**config.mk**
```make
export PLATFORM = sky130hd
export DESIGN_NAME = img_stream_gen
export DESIGN_NICKNAME = d
export VERILOG_FILES = /design/src/rtl/img_stream_gen.sv
export SDC_FILE = /design/constraint.sdc
export NUM_CORES = 1
export LEC_CHECK = 0
export BUFFER_PORTS_ARGS = -buffer_cell sky130_fd_sc_hd__buf_2
export CORE_ASPECT_RATIO = 1.4
export CORE_MARGIN = 5
export CORE_UTILIZATION = 60
export CTS_BUF_LIST = sky130_fd_sc_hd__clkbuf_8
export CTS_CLUSTER_DIAMETER = 150
export DETAILED_ROUTE_END_ITERATION = 12
export PLACE_DENSITY = 0.8
export RECOVER_POWER = 25
export SETUP_SLACK_MARGIN = 0.3
export SYNTH_ARGS = -nofsm -noshare
export SYNTH_HDL_FRONTEND = slang
export SYNTH_SLANG_ARGS = --single-unit
```
**constraint.sdc**
```tcl
create_clock -name clk -period 2.52 [get_ports clk]
set_input_delay 0.252 -clock clk [delete_from_list [all_inputs] [get_ports clk]]
set_output_delay 0.252 -clock clk [all_outputs]
set_load 0.01 [all_outputs]
```
**src/rtl/img_stream_gen.sv**
```systemverilog
// -----------------------------------------------------------------------------
// img_stream_gen
//   Frame-level video stream transmitter. Emits a vsync/href/8-bit gray stream
//   with programmable lead, trail, horizontal blanking and inter-frame gap.
//   Pixels come from a built-in test pattern (H ramp, V ramp, 8x8 checker) or
//   from an external first-word-fall-through pixel FIFO.
//
// Ports:
//   clk            system clock
//   rst            asynchronous, active-high reset
//   frame_start    single-cycle request for one frame, honoured only in IDLE
//   cont_mode      1 = keep sending frames back-to-back, sampled at GAP exit
//   pattern_sel    0 H ramp, 1 V ramp, 2 checkerboard, 3 external FIFO
//   ext_pix_data   FWFT FIFO head data
//   ext_pix_empty  FWFT FIFO empty flag
//   ext_pix_rd     FIFO pop strobe (combinational from the state register)
//   img_vsync      frame valid
//   img_href       line valid
//   img_gray       pixel value, zero whenever img_href is low
//   busy           high whenever the FSM is not in IDLE
//   frame_done     one-cycle pulse at the end of each frame's GAP
//   underrun       sticky flag: FIFO was empty during an active external pixel
// -----------------------------------------------------------------------------
module img_stream_gen #(
    parameter logic [10:0] IMG_HDISP = 11'd640,
    parameter logic [10:0] IMG_VDISP = 11'd480,
    parameter logic [10:0] H_BLANK   = 11'd16,
    parameter logic [10:0] VS_LEAD   = 11'd4,
    parameter logic [10:0] VS_TRAIL  = 11'd4,
    parameter logic [15:0] FRAME_GAP = 16'd700
) (
    input  logic       clk,
    input  logic       rst,
    input  logic       frame_start,
    input  logic       cont_mode,
    input  logic [1:0] pattern_sel,
    input  logic [7:0] ext_pix_data,
    input  logic       ext_pix_empty,
    output logic       ext_pix_rd,
    output logic       img_vsync,
    output logic       img_href,
    output logic [7:0] img_gray,
    output logic       busy,
    output logic       frame_done,
    output logic       underrun
);

    typedef enum logic [2:0] {
        IDLE,
        LEAD,
        ACTIVE,
        HBLANK,
        TRAIL,
        GAP
    } state_t;

    // Terminal counts; the blanking counters share the 16-bit tcnt.
    localparam logic [10:0] H_LAST     = IMG_HDISP - 11'd1;
    localparam logic [10:0] V_LAST     = IMG_VDISP - 11'd1;
    localparam logic [15:0] LEAD_LAST  = {5'd0, VS_LEAD} - 16'd1;
    localparam logic [15:0] HBLK_LAST  = {5'd0, H_BLANK} - 16'd1;
    localparam logic [15:0] TRAIL_LAST = {5'd0, VS_TRAIL} - 16'd1;
    localparam logic [15:0] GAP_LAST   = FRAME_GAP - 16'd1;

    state_t      state;
    logic [10:0] hcnt;
    logic [10:0] vcnt;
    logic [15:0] tcnt;
    logic [1:0]  pat;
    logic [7:0]  pix_val;

    // A pop happens only for a real external pixel; an empty FIFO never stalls
    // the timing, it just produces a zero pixel and flags underrun.
    assign ext_pix_rd = (state == ACTIVE) && (pat == 2'd3) && !ext_pix_empty;

    // NOTE: every signal assigned in always_comb gets a default first, so no
    // path leaves it unassigned and no latch is inferred.
    always_comb begin
        pix_val = 8'h00;
        case (pat)
            2'd0:    pix_val = hcnt[7:0];
            2'd1:    pix_val = vcnt[7:0];
            2'd2:    pix_val = (hcnt[3] ^ vcnt[3]) ? 8'hFF : 8'h00;
            default: pix_val = ext_pix_rd ? ext_pix_data : 8'h00;
        endcase
    end

    // Outputs are computed from the state/counters held during the cycle that
    // ends at this edge, so every output lags the FSM by exactly one cycle.
    // NOTE: sequential state uses non-blocking assignments so every register
    // samples pre-edge values regardless of statement order.
    always_ff @(posedge clk or posedge rst) begin
        if (rst) begin
            state      <= IDLE;
            hcnt       <= 11'd0;
            vcnt       <= 11'd0;
            tcnt       <= 16'd0;
            pat        <= 2'd0;
            img_vsync  <= 1'b0;
            img_href   <= 1'b0;
            img_gray   <= 8'h00;
            busy       <= 1'b0;
            frame_done <= 1'b0;
            underrun   <= 1'b0;
        end else begin
            img_vsync  <= (state == LEAD) || (state == ACTIVE) ||
                          (state == HBLANK) || (state == TRAIL);
            img_href   <= (state == ACTIVE);
            img_gray   <= (state == ACTIVE) ? pix_val : 8'h00;
            busy       <= (state != IDLE);
            frame_done <= 1'b0;

            if ((state == ACTIVE) && (pat == 2'd3) && ext_pix_empty) begin
                underrun <= 1'b1;
            end

            case (state)
                IDLE: begin
                    if (frame_start) begin
                        state    <= LEAD;
                        pat      <= pattern_sel;
                        tcnt     <= 16'd0;
                        underrun <= 1'b0;
                    end
                end
                LEAD: begin
                    if (tcnt == LEAD_LAST) begin
                        state <= ACTIVE;
                        tcnt  <= 16'd0;
                        hcnt  <= 11'd0;
                        vcnt  <= 11'd0;
                    end else begin
                        tcnt <= tcnt + 16'd1;
                    end
                end
                ACTIVE: begin
                    if (hcnt == H_LAST) begin
                        hcnt  <= 11'd0;
                        tcnt  <= 16'd0;
                        state <= (vcnt < V_LAST) ? HBLANK : TRAIL;
                    end else begin
                        hcnt <= hcnt + 11'd1;
                    end
                end
                HBLANK: begin
                    if (tcnt == HBLK_LAST) begin
                        state <= ACTIVE;
                        tcnt  <= 16'd0;
                        vcnt  <= vcnt + 11'd1;
                    end else begin
                        tcnt <= tcnt + 16'd1;
                    end
                end
                TRAIL: begin
                    if (tcnt == TRAIL_LAST) begin
                        state <= GAP;
                        tcnt  <= 16'd0;
                    end else begin
                        tcnt <= tcnt + 16'd1;
                    end
                end
                GAP: begin
                    if (tcnt == GAP_LAST) begin
                        frame_done <= 1'b1;
                        tcnt       <= 16'd0;
                        // A frame_start arriving here is ignored: only IDLE
                        // accepts requests, continuous mode re-enters LEAD.
                        if (cont_mode) begin
                            state <= LEAD;
                            pat   <= pattern_sel;
                        end else begin
                            state <= IDLE;
                        end
                    end else begin
                        tcnt <= tcnt + 16'd1;
                    end
                end
                default: state <= IDLE;
            endcase
        end
    end

endmodule
```
==> out/results.md <==
| Quantity | This run | Unit |
| --- | --- | --- |
| Nature of the critical path startpoint | flop | - |
| Outcome | finished clean | - |
| Capture point of the worst reg-to-reg path | tcnt[2] | - |
| Global-route wire length before repair | 11.7 | mm |
| Adder-cell area share of the yosys netlist | 1.22 | % |
| Total routing resource utilization after global routing | 22.0 | % |
| Weighted congestion at the end of routability-driven global placement | 0.820 | - |
| Pwr per Cell Area | 404 | nW/µm² |
| Total CTS buffers | 5 | - |
| Die width | 70.5 | µm |
| Clk slew on worst S/H paths | 0.11 | ns |
| Worst hold path cell count | 2 | - |
| Count of input and output buffers | 28 | - |
| Worst-Skew Late Latency | 0.33 | ns |
| Via count of the first global-routing pass | 2602 | - |
| XOR/XNOR share of the synthesized area | 3.41 | % |
| Top library cells by usage in the layout, fill and taps aside | 51 x sky130_fd_sc_hd__dfrtp_1, 35 x sky130_fd_sc_hd__nor2_1, 25 x sky130_fd_sc_hd__nand2_1, 25 x sky130_fd_sc_hd__a21oi_1, 21 x sky130_fd_sc_hd__buf_2 | - |
| Worst slack at placement | 0.110 | ns |
| Hold crit path type | in -> reg | - |
| Average via count per standard cell | 6.08 | - |
| Layout cells sized above 1 | 21.3 | % |
| Cell variety after synth | 52 | - |
| Dominant combinational cell family by area after synthesis | simple AND/OR/NAND/NOR gates | - |
| Static Leak | 1.54 | nW |
| EDFF count, synth | 0 | - |
| Count of antenna diodes in the layout | 0 | - |
| IR drop worst, VDD | 0.263 | mV |
| Count of maximum capacitance violations | 0 | - |
| Setup repair after global routing missed its margin | true | - |
| Crit Path Class | reg -> reg | - |
| Highest Clock Rate | 460 | MHz |
| Most frequent standard cell in the layout excluding fill and tap cells | sky130_fd_sc_hd__dfrtp_1 | - |
| Top_reg_cell synth | sky130_fd_sc_hd__dfrtp_1 | - |
| Remaining design rule violation count | 0 | - |
| Root buffer cell | sky130_fd_sc_hd__clkbuf_8 | - |
| Depth of the worst register-to-register path | 8 | - |
| Number of sinks on the clock net | 56 | - |
| Fraction of the mapped netlist area in simple logic gates | 26.3 | % |
| Layout overhead on the synthesized area | 16.1 | % |
| Flop2flop setup slack | 0.35 | ns |
| Transition time at the pin with the least slew margin | 0.999 | ns |
| Initial DRC count | 153 | - |
| Yosys warns | 0 | - |
| Routed Wire Length | 7.20 | mm |
| Initial Util | 60.6 | % |
| Multiplexer share of the synthesized area | 1.87 | % |
| Post-Synthesis Net Count | 353 | - |
| Type of destination of the critical path | flop | - |
| Largest net degree at the start of global routing | 27 | - |
| Worst hold start | frame_start | - |
| Post-route total power | 1.45 | mW |
| Met2 usage in global routing | 41.6 | % |
| Async S/R FF share, synth | 100 | % |
| Core Rows | 31 | - |
| Worst EP required | 2.71 | ns |
| Total number of H-tree levels | 2 | - |
| Crit. Startpoint | tcnt[9] | - |
| Synthesized-area fraction occupied by ao, oa, aoi and oai cells | 18.4 | % |
| Total core area | 5080 | µm² |
| Met3 usage in global routing | 3.73 | % |
| Final number of max-transition violations | 0 | - |
| Max-slew headroom | 33.4 | % |
| Number of hold violations in the final report | 0 | - |
| Ports placed on the boundary | 29 | - |
| Net count, final | 393 | - |
| Number of buffers on the longest clock path | 2 | - |
| Arrival time of data at the critical path endpoint | 2.36 | ns |
| WL per Instance | 16.3 | µm |
| Final worst path period share | 86.2 | % |
| Peak per-stage delay on the critical path | 0.47 | ns |
| Synthesized area per cell | 9.19 | µm² |
| Share of synthesized area occupied by flip-flops and latches | 45.5 | % |
| Number of endpoints failing setup at the final stage | 0 | - |
| Routing layer with the top usage in global route | met2 | - |
| Post-layout worst setup margin | 0.347 | ns |
| Cell with the biggest individual delay on the critical path | sky130_fd_sc_hd__dfrtp_1 | - |
| Series of cell instances along the critical path | nor4_4 -> buf_4 -> nand4_4 -> a32oi_4 -> nand2_4 -> buf_4 -> or2b_1 -> a31oi_1 | - |
| Die area | 6690 | µm² |
| Largest fanout on the critical path | 12 | - |
| Gate Count Post-Synth | 335 | - |
| Total of flip-flops plus latches after synthesis | 56 | - |
| Total negative slack for setup checks | 0 | ns |
| Summed instance area of the synthesized netlist | 3080 | µm² |
| Setup skew after layout | 0.0119 | ns |
| Via count | 2686 | - |
| Die span in y | 94.8 | µm |
| Initial antenna violation count | 0 | - |
| Clock tree from TritonCTS | built | - |
| Detailed-placement wirelength estimate | 5.10 | mm |
| Final period demand of the worst path | 2.17 | ns |
| Reg2Reg Launch Point | tcnt[9] | - |
| Cell repeated most along the worst path | sky130_fd_sc_hd__buf_4 | - |
| Number of nets still failing antenna checks after routing | 0 | - |
| Grt ovf | 0 | - |
| Hold Path End | underrun | - |
| Number of iterations in the first detailed-routing pass | 4 | - |
| Met1 capacity usage during global routing | 23.9 | % |
==> kinds of logic (layout without fill, tap and decap cells) <==
kind of cell             after synthesis  after routing
XOR/XNOR                              12             12
AND/OR/NAND/NOR                      147            147
AO/OA/AOI/OAI                         90             90
multiplexers                           5              5
buffers and inverters                 22             63
flip-flops                            56             56
adder cells (fa/ha/maj)                3              3
==> sequential cells by signal (all words and copies together), names as in the netlist, 2 cells and up <==
| name | flops |
|---|---|
| tcnt | 16 |
| hcnt | 11 |
| vcnt | 11 |
| img_gray | 8 |
| state | 3 |
| pat | 2 |
==> routing by layer <==
layer	vias up	wire [µm]
met2	62	3930
met3	18	287
met5	-	0
li1	1292	-
met1	1314	2750
met4	0	224
==> worst max-delay path by stage <==
| stage | to | cells after the start |
|---|---|---|
| after global placement | tcnt[2] | 8 |
| after global routing | tcnt[2] | 8 |
| after floorplan | tcnt[15] | 7 |
| after detailed placement | tcnt[2] | 8 |
| final | tcnt[2] | 8 |
| after CTS | vcnt[8] | 8 |
==> critical path: cells and delay by family, from the launching register on <==
family / cells / cell delay, ns
simple gates: 4 / 0.83
flops: 1 / 0.47
buf+inv: 2 / 0.37
compound gates: 2 / 0.36
==> metrics by stage <==
step                      instances  area (µm²)  hold WS, ns  utilization, %
final                           442        3570        0.141            70.4
after global routing            442        3570        0.150            70.4
after CTS                       441        3490        0.138            68.8
after detailed placement        426        3310        0.333            65.2
after global placement          426        3310        0.326            65.2
after floorplan                 335        3080        0.338               -
==> cell usage after synthesis, drive strengths merged, types with 4 or more instances <==
master	n	area share, %
dfrtp	56	46
nor2	35	4.3
nand2	26	3.2
a21oi	25	4.1
o21ai	21	3.5
nand3	19	3.3
nor3	13	2.3
and3	11	2.2
nor2b	11	2.2
a31oi	9	1.8
a211oi	7	1.7
buf	7	1.4
clkbuf	7	0.85
inv	7	0.85
nand4	7	1.8
a21o	6	1.5
xnor2	6	1.7
xor2	6	1.7
a22o	5	1.4
or2	5	1.0
nand2b	4	0.81
==> layout make-up <==
type,instances,area [µm²]
multi-input cells,257,1690
fillers,412,1510
flip-flops and latches,56,1410
repair buffers,47,277
well taps,66,82.6
clock buffers,5,68.8
inverters,8,30.0
clock inverters,3,22.5
==> power breakdown <==
| group | total (mW) | internal (mW) | switching [mW] |
|---|---|---|---|
| Sequential | 0.898 | 0.898 | 0 |
| Clock | 0.513 | 0.200 | 0.313 |
| Combinational | 0.0339 | 0.0112 | 0.0227 |
| Total | 1.45 | 1.11 | 0.336 |
==> what timing repair did <==
item                                    CTS  global route
resized for setup                         7            16
pin swaps                                 3             3
buffers inserted                          6             1
endpoints found under the setup margin   17            19
hold buffers                              1             0
endpoints found under the hold margin    24             0
No activity file was read; power rests on OpenSTA's default activity.
